### config.mk
export PLATFORM = sky130hd
export DESIGN_NAME = rcc_div_sel_ctrl
export DESIGN_NICKNAME = d
export VERILOG_FILES = /design/src/rtl/rcc_div_sel_ctrl.sv
export SDC_FILE = /design/constraint.sdc
export NUM_CORES = 1
export LEC_CHECK = 0
export CORE_ASPECT_RATIO = 0.8
export CORE_MARGIN = 1.5
export CORE_UTILIZATION = 37
export CTS_BUF_LIST = sky130_fd_sc_hd__clkbuf_2
export DETAILED_ROUTE_END_ITERATION = 6
export GPL_ROUTABILITY_DRIVEN = 0
export SLEW_MARGIN = 20
export SYNTH_ARGS = -nofsm -noshare
export SYNTH_HDL_FRONTEND = slang
export SYNTH_SLANG_ARGS = --single-unit
### constraint.sdc
create_clock -name i_clk -period 3.9 [get_ports i_clk]
set_input_delay 0.975 -clock i_clk [delete_from_list [all_inputs] [get_ports i_clk]]
set_output_delay 0.975 -clock i_clk [all_outputs]
set_load 0.02 [all_outputs]
### src/rtl/rcc_div_sel_ctrl.sv
// rcc_div_sel_ctrl
// Round-robin sequencer for the dynamic clock divider select. One request is
// granted at a time: the downstream clock is gated, the new select is applied,
// the block waits for the divider to report it is running, then ungates and
// acknowledges the requester.
//
// Parameters:
//   N_REQ       - number of requesters (2..8)
//   GATE_CYC    - cycles gated before div_sel changes (>=1)
//   SETTLE_CYC  - minimum cycles after the change before div_en is honoured (>=1)
//   TIMEOUT_CYC - lock-wait limit from WAIT_LOCK entry (> SETTLE_CYC)
//
// Ports:
//   i_clk       - clock
//   rst         - asynchronous active-high reset
//   req         - per-requester request level
//   req_sel     - requested select, slice i is [3i+2:3i]
//   ack         - one-cycle completion pulse per requester
//   err         - one-cycle pulse with ack when the lock wait timed out
//   div_sel     - registered select to the divider
//   div_en      - divider running indication
//   clk_gate_en - 1 = downstream clock enabled
//   busy        - high whenever the sequencer is not idle
//
// Optional feature macro: RCC_DIV_TIMEOUT_EN adds the lock-wait timeout and
// the err pulse; when undefined err is tied low and WAIT_LOCK waits forever.
module rcc_div_sel_ctrl #(
    parameter int N_REQ       = 4,
    parameter int GATE_CYC    = 2,
    parameter int SETTLE_CYC  = 16,
    parameter int TIMEOUT_CYC = 64
) (
    input  logic                 i_clk,
    input  logic                 rst,
    input  logic [N_REQ-1:0]     req,
    input  logic [3*N_REQ-1:0]   req_sel,
    output logic [N_REQ-1:0]     ack,
    output logic                 err,
    output logic [2:0]           div_sel,
    input  logic                 div_en,
    output logic                 clk_gate_en,
    output logic                 busy
);

    localparam int IW     = $clog2(N_REQ);
    localparam int MAX_GS = (GATE_CYC > SETTLE_CYC) ? GATE_CYC : SETTLE_CYC;
    // Counter is wide enough for either build so both share one definition.
    localparam int MAX_ALL = (MAX_GS > TIMEOUT_CYC) ? MAX_GS : TIMEOUT_CYC;
    localparam int CW      = $clog2(MAX_ALL + 1);

    localparam logic [CW-1:0] GATE_LAST   = CW'(GATE_CYC - 1);
    localparam logic [CW-1:0] SETTLE_LAST = CW'(SETTLE_CYC - 1);
`ifdef RCC_DIV_TIMEOUT_EN
    localparam logic [CW-1:0] TO_LAST     = CW'(TIMEOUT_CYC - 1);
    localparam logic [CW-1:0] CNT_SAT     = CW'(MAX_ALL - 1);
`else
    localparam logic [CW-1:0] CNT_SAT     = CW'(MAX_GS - 1);
`endif

    typedef enum logic [2:0] {
        S_IDLE   = 3'd0,
        S_GATE   = 3'd1,
        S_APPLY  = 3'd2,
        S_WAIT   = 3'd3,
        S_UNGATE = 3'd4,
        S_ACK    = 3'd5
    } state_t;

    state_t          state_reg, state_next;
    logic [CW-1:0]   cnt_reg;
    logic [IW-1:0]   ptr_reg;
    logic [IW-1:0]   gnt_reg;
    logic [2:0]      tgt_reg;
    logic [2:0]      div_sel_reg;
    logic [2:0]      sel_slice [N_REQ];
    logic            arb_found;
    logic [IW-1:0]   arb_idx;
    logic [IW:0]     arb_sum;
    logic            settled;
    logic            timeout_hit;
    logic            ack_phase;

    genvar gi;
    generate
        for (gi = 0; gi < N_REQ; gi++) begin : g_slice
            assign sel_slice[gi] = req_sel[3*gi +: 3];
        end
    endgenerate

    // Round-robin search starting just above the last granted index.
    always_comb begin
        arb_found = 1'b0;
        arb_idx   = '0;
        arb_sum   = '0;
        for (int k = 1; k <= N_REQ; k++) begin
            arb_sum = {1'b0, ptr_reg} + (IW+1)'(k);
            if (arb_sum >= (IW+1)'(N_REQ))
                arb_sum = arb_sum - (IW+1)'(N_REQ);
            if (!arb_found && req[arb_sum[IW-1:0]]) begin
                arb_found = 1'b1;
                arb_idx   = arb_sum[IW-1:0];
            end
        end
    end

    assign settled = (cnt_reg >= SETTLE_LAST) && div_en;
`ifdef RCC_DIV_TIMEOUT_EN
    assign timeout_hit = !settled && (cnt_reg == TO_LAST);
`else
    assign timeout_hit = 1'b0;
`endif

    // State register
    always_ff @(posedge i_clk or posedge rst) begin
        if (rst)
            state_reg <= S_IDLE;
        else
            state_reg <= state_next;
    end

    // Next-state logic
    always_comb begin
        state_next = state_reg;
        case (state_reg)
            S_IDLE: begin
                if (arb_found)
                    state_next = (sel_slice[arb_idx] == div_sel_reg) ? S_ACK : S_GATE;
            end
            S_GATE:   if (cnt_reg == GATE_LAST) state_next = S_APPLY;
            S_APPLY:  state_next = S_WAIT;
            S_WAIT:   if (settled || timeout_hit) state_next = S_UNGATE;
            S_UNGATE: state_next = S_ACK;
            S_ACK:    state_next = S_IDLE;
            default:  state_next = S_IDLE;
        endcase
    end

    // Output logic (decoded from registered state only)
    always_comb begin
        clk_gate_en = !((state_reg == S_GATE) || (state_reg == S_APPLY) ||
                        (state_reg == S_WAIT));
        busy        = (state_reg != S_IDLE);
        ack_phase   = (state_reg == S_ACK);
    end

    generate
        for (gi = 0; gi < N_REQ; gi++) begin : g_ack
            assign ack[gi] = ack_phase && (gnt_reg == IW'(gi));
        end
    endgenerate

    assign div_sel = div_sel_reg;

    // Datapath: per-state cycle counter, grant latch, select register.
    always_ff @(posedge i_clk or posedge rst) begin
        if (rst) begin
            cnt_reg     <= '0;
            ptr_reg     <= IW'(N_REQ - 1);
            gnt_reg     <= '0;
            tgt_reg     <= 3'b000;
            div_sel_reg <= 3'b000;
        end else begin
            // Counter restarts on every state change and saturates otherwise.
            if (state_next != state_reg)
                cnt_reg <= '0;
            else if (cnt_reg != CNT_SAT)
                cnt_reg <= cnt_reg + 1'b1;

            if (state_reg == S_IDLE && arb_found) begin
                gnt_reg <= arb_idx;
                ptr_reg <= arb_idx;
                tgt_reg <= sel_slice[arb_idx];
            end

            if (state_reg == S_APPLY)
                div_sel_reg <= tgt_reg;
        end
    end

`ifdef RCC_DIV_TIMEOUT_EN
    logic err_flag_reg;

    always_ff @(posedge i_clk or posedge rst) begin
        if (rst)
            err_flag_reg <= 1'b0;
        else if (state_reg == S_IDLE)
            err_flag_reg <= 1'b0;
        else if (state_reg == S_WAIT && timeout_hit)
            err_flag_reg <= 1'b1;
    end

    assign err = ack_phase && err_flag_reg;
`else
    assign err = 1'b0;
`endif

endmodule

==> flow_metrics.py, run 1 <==
metrics = {
    "synth": {
        "synth_nets": 156,
        "ys_types": 43,
        "synth_top_family_by_area": "simple AND/OR/NAND/NOR gates",
        "syn_avg_cell_area_um2": 9.500,
        "synth.top_cells.by_area": "dfrtp_1 (35%), mux2i_1 (7.8%), nor2_1 (5.0%)",
        "synth_top_area_cell": "dfrtp_1",
        "synthAdderAreaFrac": 0.01951,
        "synth-edff-count": 0,
        "async_flop_share": 1.000,
        "yosys_warnings": 0,
        "netlist_instances": 135,
        "yosys.area_share.simple": 0.2029,
        "seq_area_frac_synth": 0.3922,
        "yosysMostFrequentCell": "dfrtp_1",
        "synth_top_area_frac": 0.3512,
        "synthTopCellsByCount": "dfrtp_1 (18), nor2_1 (17), a21oi_1 (10), mux2i_1 (10), nand2_1 (8)",
        "ys_seq_elements": 20,
        "synth_mux_area_frac": 0.1395,
        "synth_area_um2": 1282,
        "ys.flop_type": "dfrtp_1",
        "synth_xor_area_frac": 0.04780,
        "synth_compound_area_frac": 0.1532,
    },
    "worst_setup_path": {
        "cp.arrival_ns": 2.08,
        "crit_required_ns": 2.92,
        "path_class": "flop to primary output",
        "path_max_fanout": 8,
        "critPathCaptureType": "primary output",
        "cp-start-kind": "flop",
    },
    "die": {
        "top_level_ports": 29,
        "fp.dieH_um": 55.66,
        "die_w_um": 68.83,
        "rows": 18,
        "fp.dieArea_um2": 3831,
        "start_util": 0.4010,
        "core-area_um2": 3198,
    },
    "sta": {
        "tns_ns": 0,
        "slew_headroom": 0.4898,
        "report.final.hold_viol_count": 0,
        "fin_worst_skew_ns": 0.001635,
        "min_period_over_period": 0.7844,
        "tightestPinTransition_ns": 0.7645,
        "timing.fmax_mhz": 326.9,
        "rsz0062_at_grt": "false",
        "post-route-min-period_ns": 3.059,
        "setup_violations": 0,
        "report.final.slew_viol_count": 0,
    },
    "finish": {
        "syn_to_final_growth_pct": 24.88,
        "drive_gt1_frac": 0.09816,
        "largest_reg_flops": 7,
        "fin_nets": 185,
        "antenna_cells": 0,
        "fillers": 302,
    },
    "routing": {
        "vias_per_cell": 4.921,
        "drt_first_iter_violations": 21,
        "vias": 999,
        "wl_per_cell_um": 12.42,
        "wirelength_um": 2521,
        "drc": 0,
        "first_pass_iters": 4,
        "ant_nets": 0,
    },
    "placed_design": {
        "hpwl_um": 1979,
        "portBuffers": 27,
    },
    "outcome": {
        "status": "completed",
    },
    "worst_hold_path": {
        "min_path_type": "flop to flop",
    },
    "clock_network": {
        "max-clock-path-buffers": 2,
        "h-tree-depth": 1,
        "cts-root-buf": "clkbuf_2",
        "cts.clk_slew.worst_paths_ns": 0.19,
        "clock_latency_ns": 0.31,
        "numClockSinks": 20,
        "cts_setup_buffers": 0,
        "cts_tree": "built",
        "cts_made_buffers": 3,
        "holdBufCountCts": 0,
        "cts_resized": 0,
    },
    "power": {
        "p_leak_uw": 0.0007180,
        "power_density_nw_per_um2": 569.7,
        "p_total_uw": 912.4,
        "peakVddDrop_uv": 280.8,
    },
    "grt": {
        "grt_pass1_vias": 918,
        "grt_overflow_total": 0,
        "grt_max_degree": 21,
        "grt_usage": 0.1469,
        "antenna_found_initial": 0,
        "grt_pass1_wl_um": 4271,
    },
    "job": {
        "cap_viol_max_count": 0,
    },
}
==> cell usage in the layout, fill, tap and decap left out, types with 2 or more instances in the layout <==
cell type,netlist,routed
a21o_1,4,4
a21oi_1,10,10
and2_1,4,4
clkbuf_2,0,3
clkdlybuf4s50_1,0,27
dfrtp_1,18,18
dfstp_2,2,2
ha_1,2,2
inv_1,7,7
mux2_1,2,2
mux2_2,3,3
mux2i_1,10,10
nand2_1,8,8
nand2b_1,4,4
nand3_1,6,6
nor2_1,17,17
nor2b_1,2,2
nor3_1,2,2
o211a_1,2,2
o21ai_1,2,2
xor2_1,6,6
==> layout make-up <==
cell class                 count  area (µm²)  area share
multi-input combinational    104       725.7      0.4531
sequential                    20       503.0      0.3141
timing repair buffer          28       277.8      0.1734
tap                           40       50.05     0.03125
inverter                       7       26.28     0.01641
clock buffer                   3       15.01    0.009375
clock inverter                 1       3.754    0.002344
==> metrics by stage <==
stage,instance area [µm²],worst slack [ns],hold WS (ns),util,cells
after floorplan,1282,1.618,0.4444,-,135
after global placement,1583,1.118,0.4824,0.4949,199
after detailed placement,1583,1.011,0.4838,0.4949,199
after CTS,1602,0.7838,0.5281,0.5008,203
after global routing,1602,0.6370,0.5506,0.5008,203
final,1602,0.8410,0.5175,0.5008,203
==> kinds of logic (layout without fill, tap and decap cells) <==
logic type / count (synthesis) / in the layout
simple gates: 51 / 51
compound gates: 27 / 27
buf+inv: 11 / 39
xor+xnor: 7 / 7
fa+ha+maj: 2 / 2
flops: 20 / 20
other cells: 1 / 1
mux: 16 / 16
==> final timing paths <==
kind,startpoint,to,slack (ns),cells past startpoint
worst max-delay path,state_reg[0]$_DFF_PP0_,ack[0],0.84,4
worst max register to register,cnt_reg[0]$_DFFE_PP0P_,cnt_reg[3]$_DFFE_PP0P_,1.90,7
min in group asynchronous,rst,cnt_reg[1]$_DFFE_PP0P_,1.07,2
worst min-delay path,tgt_reg[1]$_DFFE_PP0P_,tgt_reg[1]$_DFFE_PP0P_,0.52,1
worst min register to register,tgt_reg[1]$_DFFE_PP0P_,tgt_reg[1]$_DFFE_PP0P_,0.52,1
max in group asynchronous,rst,tgt_reg[1]$_DFFE_PP0P_,2.37,2
==> worst max-delay path, cell delays in order (launching register included) <==
cell,delay [ns]
dfrtp_1,0.50
nor2b_1,0.24
and2_1,0.19
nor3b_1,0.21
clkdlybuf4s50_1,0.63
==> where the power goes <==
group | internal, µW | switching, µW | leakage, µW
Combinational | 231 | 207 | 0.000462
Sequential | 294 | 94.7 | 0.000242
Clock | 22.3 | 63.6 | 0.0000140
==> routing by layer <==
metal | part of all wire | GRT usage | vias to the layer above
met3 | 0.030 | 0.04858 | 2
li1 | - | - | 520
met1 | 0.50 | 0.2128 | 459
met2 | 0.46 | 0.2157 | 18
met4 | 0.0032 | 0.02521 | 0
met5 | 0 | 0 | -
Power figures use the tool's default switching activity.
==> run 2: changes to the inputs <==
Clock period 3.9 ns to 2.82 ns, I/O delays scaled along.
==> run 2 against run 1 <==
  * Die area stayed put
  * Hold slack better by 0.0026 ns
  * First-iteration DRC count is 100% higher
  * Combinational power is 42% higher
  * Largest cell class unchanged
  * Largest power group unchanged
==> flow_metrics.py, run 2 (synthesized netlist as in run 1, its figures left out) <==
metrics = {
    "routing": {
        "wirelength_um": 2564,
        "wl_per_cell_um": 12.57,
        "ant_nets": 0,
        "vias_per_cell": 4.975,
        "drc": 0,
        "vias": 1015,
        "drt_first_iter_violations": 43,
        "first_pass_iters": 4,
    },
    "grt": {
        "grt_pass1_wl_um": 4271,
        "grt_overflow_total": 0,
        "antenna_found_initial": 0,
        "grt_max_degree": 21,
        "grt_pass1_vias": 955,
        "grt_usage": 0.1469,
    },
    "power": {
        "peakVddDrop_uv": 477.1,
        "p_leak_uw": 0.0008090,
        "power_density_nw_per_um2": 836.9,
    },
    "finish": {
        "layout_commonest_cell": "clkdlybuf4s50_1",
        "layout_common_cells": "clkdlybuf4s50_1 (23), nor2_1 (17), dfrtp_1 (16)",
        "drive_gt1_frac": 0.1220,
        "syn_to_final_growth_pct": 28.49,
        "fin_nets": 186,
        "largest_reg_flops": 7,
        "antenna_cells": 0,
    },
    "clock_network": {
        "numClockSinks": 20,
        "cts.clk_slew.worst_paths_ns": 0.19,
        "cts_tree": "built",
        "max-clock-path-buffers": 2,
        "cts_setup_buffers": 0,
        "cts_made_buffers": 3,
        "h-tree-depth": 1,
        "cts-root-buf": "clkbuf_2",
        "clock_latency_ns": 0.31,
    },
    "worst_setup_path": {
        "cp.arrival_ns": 1.83,
        "worst_r2r_endpoint": "state_reg[2]$_DFF_PP0_",
        "crit_path_start": "state_reg[2]$_DFF_PP0_",
        "path_max_fanout": 9,
        "reg2reg_slack_ns": 0.79,
        "crit_required_ns": 2.12,
        "reg2regPathDepth": 6,
        "path_class": "flop to primary output",
        "cp-start-kind": "flop",
        "critPathCaptureType": "primary output",
        "reg2reg_from": "ptr_reg[1]$_DFFE_PP1P_",
    },
    "sta": {
        "slew_headroom": 0.4807,
        "fin_hold_ws_ns": 0.5202,
        "post-route-min-period_ns": 2.531,
        "setup_violations": 0,
        "tns_ns": 0,
        "report.final.hold_viol_count": 0,
        "timing.fmax_mhz": 395.1,
        "report.final.slew_viol_count": 0,
        "tightestPinTransition_ns": 0.7781,
        "min_period_over_period": 0.8975,
        "fin_worst_skew_ns": 0.003972,
        "rsz0062_at_grt": "false",
    },
    "placed_design": {
        "hpwl_um": 1997,
        "portBuffers": 27,
    },
    "die": {
        "fp.dieH_um": 55.66,
        "start_util": 0.4010,
        "core-area_um2": 3198,
        "die_w_um": 68.83,
        "top_level_ports": 29,
        "rows": 18,
        "fp.dieArea_um2": 3831,
    },
    "worst_hold_path": {
        "hold_depth": 1,
        "hold_start": "tgt_reg[1]$_DFFE_PP0P_",
        "min_to": "tgt_reg[1]$_DFFE_PP0P_",
        "min_path_type": "flop to flop",
    },
    "outcome": {
        "status": "completed",
    },
    "job": {
        "cap_viol_max_count": 0,
    },
}
## run 2: worst max path at each step
| stage | to | cells after the start | slack [ns] |
|---|---|---|---|
| after floorplan | ack[0] | 3 | 0.81 |
| after global placement | state_reg[2]$_DFF_PP0_ | 7 | 0.30 |
| after detailed placement | state_reg[2]$_DFF_PP0_ | 7 | 0.15 |
| after CTS | ack[0] | 4 | 0.02 |
| after global routing | busy | 2 | 0.20 |
| final | busy | 2 | 0.29 |
## run 2: repair_timing
item | in CTS | in global routing
resized for setup | 0 | 6
endpoints found under the setup margin | 0 | 4
hold buffers | 0 | 0
## run 2: routing by layer
metal,GRT usage,share of wire
met1,0.1972,0.50
met2,0.2280,0.46
met3,0.05061,0.037
met4,0.03081,0.0098
met5,0,0
## run 2: critical path, cell delays in order (launching register included)
cell             delay [ns]
dfrtp_1                0.51
or3_1                  0.45
clkdlybuf4s50_1        0.56
## run 2: cell type report
cell class / count / area [µm²]
well taps: 40 / 50.05
multi-input cells: 104 / 725.7
repair buffers: 29 / 295.3
flip-flops and latches: 20 / 505.5
fillers: 282 / 1550
clock buffers: 3 / 15.01
clock inverters: 1 / 30.03
inverters: 7 / 26.28
## run 2: power by group
part           total [µW]  switching (µW)  internal, µW  leakage, µW
clock network         213            90.4           122    0.0000266
registers             542             133           409     0.000241
logic                 624             291           333     0.000541
## run 2: through the flow
stage	setup WS (ns)	area, µm²	cells	utilization	power [µW]
3_5_place_dp	0.1493	1590	200	0.4973	1173
3_3_place_gp	0.3043	1590	200	0.4973	1157
5_1_grt	0.2020	1648	204	0.5153	1490
4_1_cts	0.01864	1635	204	0.5113	1390
6_report	0.2891	1648	204	0.5153	1379
2_1_floorplan	0.8077	1282	135	-	994.1
==> run 3: changes to the inputs <==
Settings changed: GPL_TIMING_DRIVEN set to 0.
==> run 3 against run 2 <==
  * Hold slack is essentially flat
  * Die area is the same
  * Non-clock buffer count grew 2
  * Routed wire length shrank 1.0%
  * Power shrank 7.3%
  * Utilization shrank 0.55 points
  * Count of clock-buffer cells in the layout is the same
  * Combinational power grew 2%
  * Largest power group unchanged
  * Highest routed layer unchanged
==> flow_metrics.py, run 3 (synthesized netlist as in run 1, its figures left out) <==
metrics = {
    "clock_network": {
        "cts-root-buf": "clkbuf_2",
        "cts_tree": "built",
        "max-clock-path-buffers": 2,
        "cts_setup_buffers": 0,
        "cts_made_buffers": 3,
        "clock_latency_ns": 0.30,
        "numClockSinks": 20,
        "holdBufCountCts": 0,
        "h-tree-depth": 1,
        "cts_resized": 0,
        "cts.clk_slew.worst_paths_ns": 0.17,
    },
    "worst_hold_path": {
        "min_to": "div_sel[2]$_DFFE_PP0P_",
        "hold_depth": 2,
        "min_path_type": "flop to flop",
        "hold_start": "tgt_reg[2]$_DFFE_PP0P_",
    },
    "routing": {
        "wl_per_cell_um": 12.32,
        "wirelength_um": 2538,
        "vias": 1024,
        "ant_nets": 0,
        "drc": 0,
        "first_pass_iters": 6,
        "vias_per_cell": 4.971,
        "drt_first_iter_violations": 31,
    },
    "die": {
        "rows": 18,
        "die_w_um": 68.83,
        "fp.dieH_um": 55.66,
        "core-area_um2": 3198,
        "top_level_ports": 29,
        "start_util": 0.4010,
        "fp.dieArea_um2": 3831,
    },
    "worst_setup_path": {
        "cpMaxStageDelayCell": "clkdlybuf4s50_1",
        "worst_r2r_endpoint": "cnt_reg[1]$_DFFE_PP0P_",
        "crit_required_ns": 2.12,
        "critPathCaptureType": "primary output",
        "reg2reg_from": "cnt_reg[0]$_DFFE_PP0P_",
        "cp-start-kind": "flop",
        "cp.arrival_ns": 1.96,
        "path_class": "flop to primary output",
        "reg2reg_slack_ns": 0.79,
        "path_cells": "nor2b_1 -> and2_1 -> nand2_1 -> nor2_1 -> clkdlybuf4s50_1",
        "slowest_delay_ns": 0.60,
        "path_max_fanout": 7,
        "reg2regPathDepth": 7,
    },
    "grt": {
        "grt_pass1_vias": 1010,
        "grt_pass1_wl_um": 4416,
        "antenna_found_initial": 0,
        "grt_max_degree": 21,
        "grt_usage": 0.1494,
        "grt_overflow_total": 0,
    },
    "sta": {
        "setup_violations": 0,
        "post-route-min-period_ns": 2.666,
        "report.final.hold_viol_count": 0,
        "report.final.slew_viol_count": 0,
        "rsz0062_at_grt": "false",
        "tns_ns": 0,
        "min_period_over_period": 0.9456,
        "timing.fmax_mhz": 375.0,
        "slew_headroom": 0.4936,
        "fin_worst_skew_ns": 0.005147,
        "tightestPinTransition_ns": 0.7587,
    },
    "finish": {
        "largest_reg_flops": 7,
        "antenna_cells": 0,
        "layout_common_cells": "clkdlybuf4s50_1 (24), nor2_1 (17), dfrtp_1 (17)",
        "fin_nets": 188,
        "regArea_um2": 504.2,
        "drive_gt1_frac": 0.1145,
        "syn_to_final_growth_pct": 27.12,
        "fillers": 324,
        "stdcell_count": 206,
        "final_util": 0.5098,
        "layout_commonest_cell": "clkdlybuf4s50_1",
        "multiInputGateArea_um2": 725.7,
    },
    "placed_design": {
        "hpwl_um": 1987,
        "dp_cells": 202,
        "portBuffers": 27,
    },
    "outcome": {
        "status": "completed",
    },
    "job": {
        "cap_viol_max_count": 0,
    },
    "power": {
        "power_density_nw_per_um2": 784.1,
        "p_leak_uw": 0.0007847,
        "peakVddDrop_uv": 460.8,
    },
}
-- run 3: changes by cell type in the layout (fill, tap and decap cells not counted), sizes merged --
cell	change
dlymetal6s2s	-1
clkbuf	+1
bufinv	-1
buf	+1
clkinv	+1
clkdlybuf4s50	+1
-- run 3: how the worst max path moves through the flow --
stage,from,end,cells after the start
6_report,state_reg[1]$_DFF_PP0_,ack[1],5
2_1_floorplan,state_reg[0]$_DFF_PP0_,ack[0],3
5_1_grt,state_reg[1]$_DFF_PP0_,ack[1],5
3_3_place_gp,req[3],state_reg[2]$_DFF_PP0_,7
3_5_place_dp,req[3],state_reg[2]$_DFF_PP0_,7
4_1_cts,state_reg[0]$_DFF_PP0_,ack[0],4
-- run 3: final cells by class --
cell class | count | area share
multi-input cells | 104 | 0.4451
flip-flops and latches | 20 | 0.3093
well taps | 40 | 0.03070
clock inverters | 1 | 0.002302
plain buffers | 4 | 0.01688
clock buffers | 3 | 0.009210
inverters | 7 | 0.01612
repair buffers | 27 | 0.1704
-- run 3: per-layer routing --
| metal | wire length [µm] | up-vias | GRT usage |
|---|---|---|---|
| met5 | 0 | - | 0 |
| met4 | 10 | 0 | 0.02521 |
| met3 | 69 | 2 | 0.04251 |
| met2 | 1171 | 17 | 0.2376 |
| met1 | 1287 | 478 | 0.2038 |
| li1 | - | 527 | - |
-- run 3: worst max-delay path: cells and delay by family (launching register included) --
family	cells	cell delay, ns
buf+inv	1	0.60
flops	1	0.49
simple gates	4	0.57
-- run 3: power by group --
part           switching, µW  leakage [µW]  internal (µW)
sequential               120      0.000242            407
combinational            305      0.000529            334
clock                   81.6     0.0000140           30.8
-- run 3: metrics by stage --
stage	power, µW	cell area [µm²]	hold WS, ns	setup slack [ns]
final	1278	1630	0.5203	0.1535
after global routing	1389	1630	0.5383	0.02815
after CTS	1298	1622	0.5226	0.03924
after detailed placement	1176	1603	0.4912	0.1999
after global placement	1152	1603	0.4561	0.2698
after floorplan	994.1	1282	0.4444	0.8077
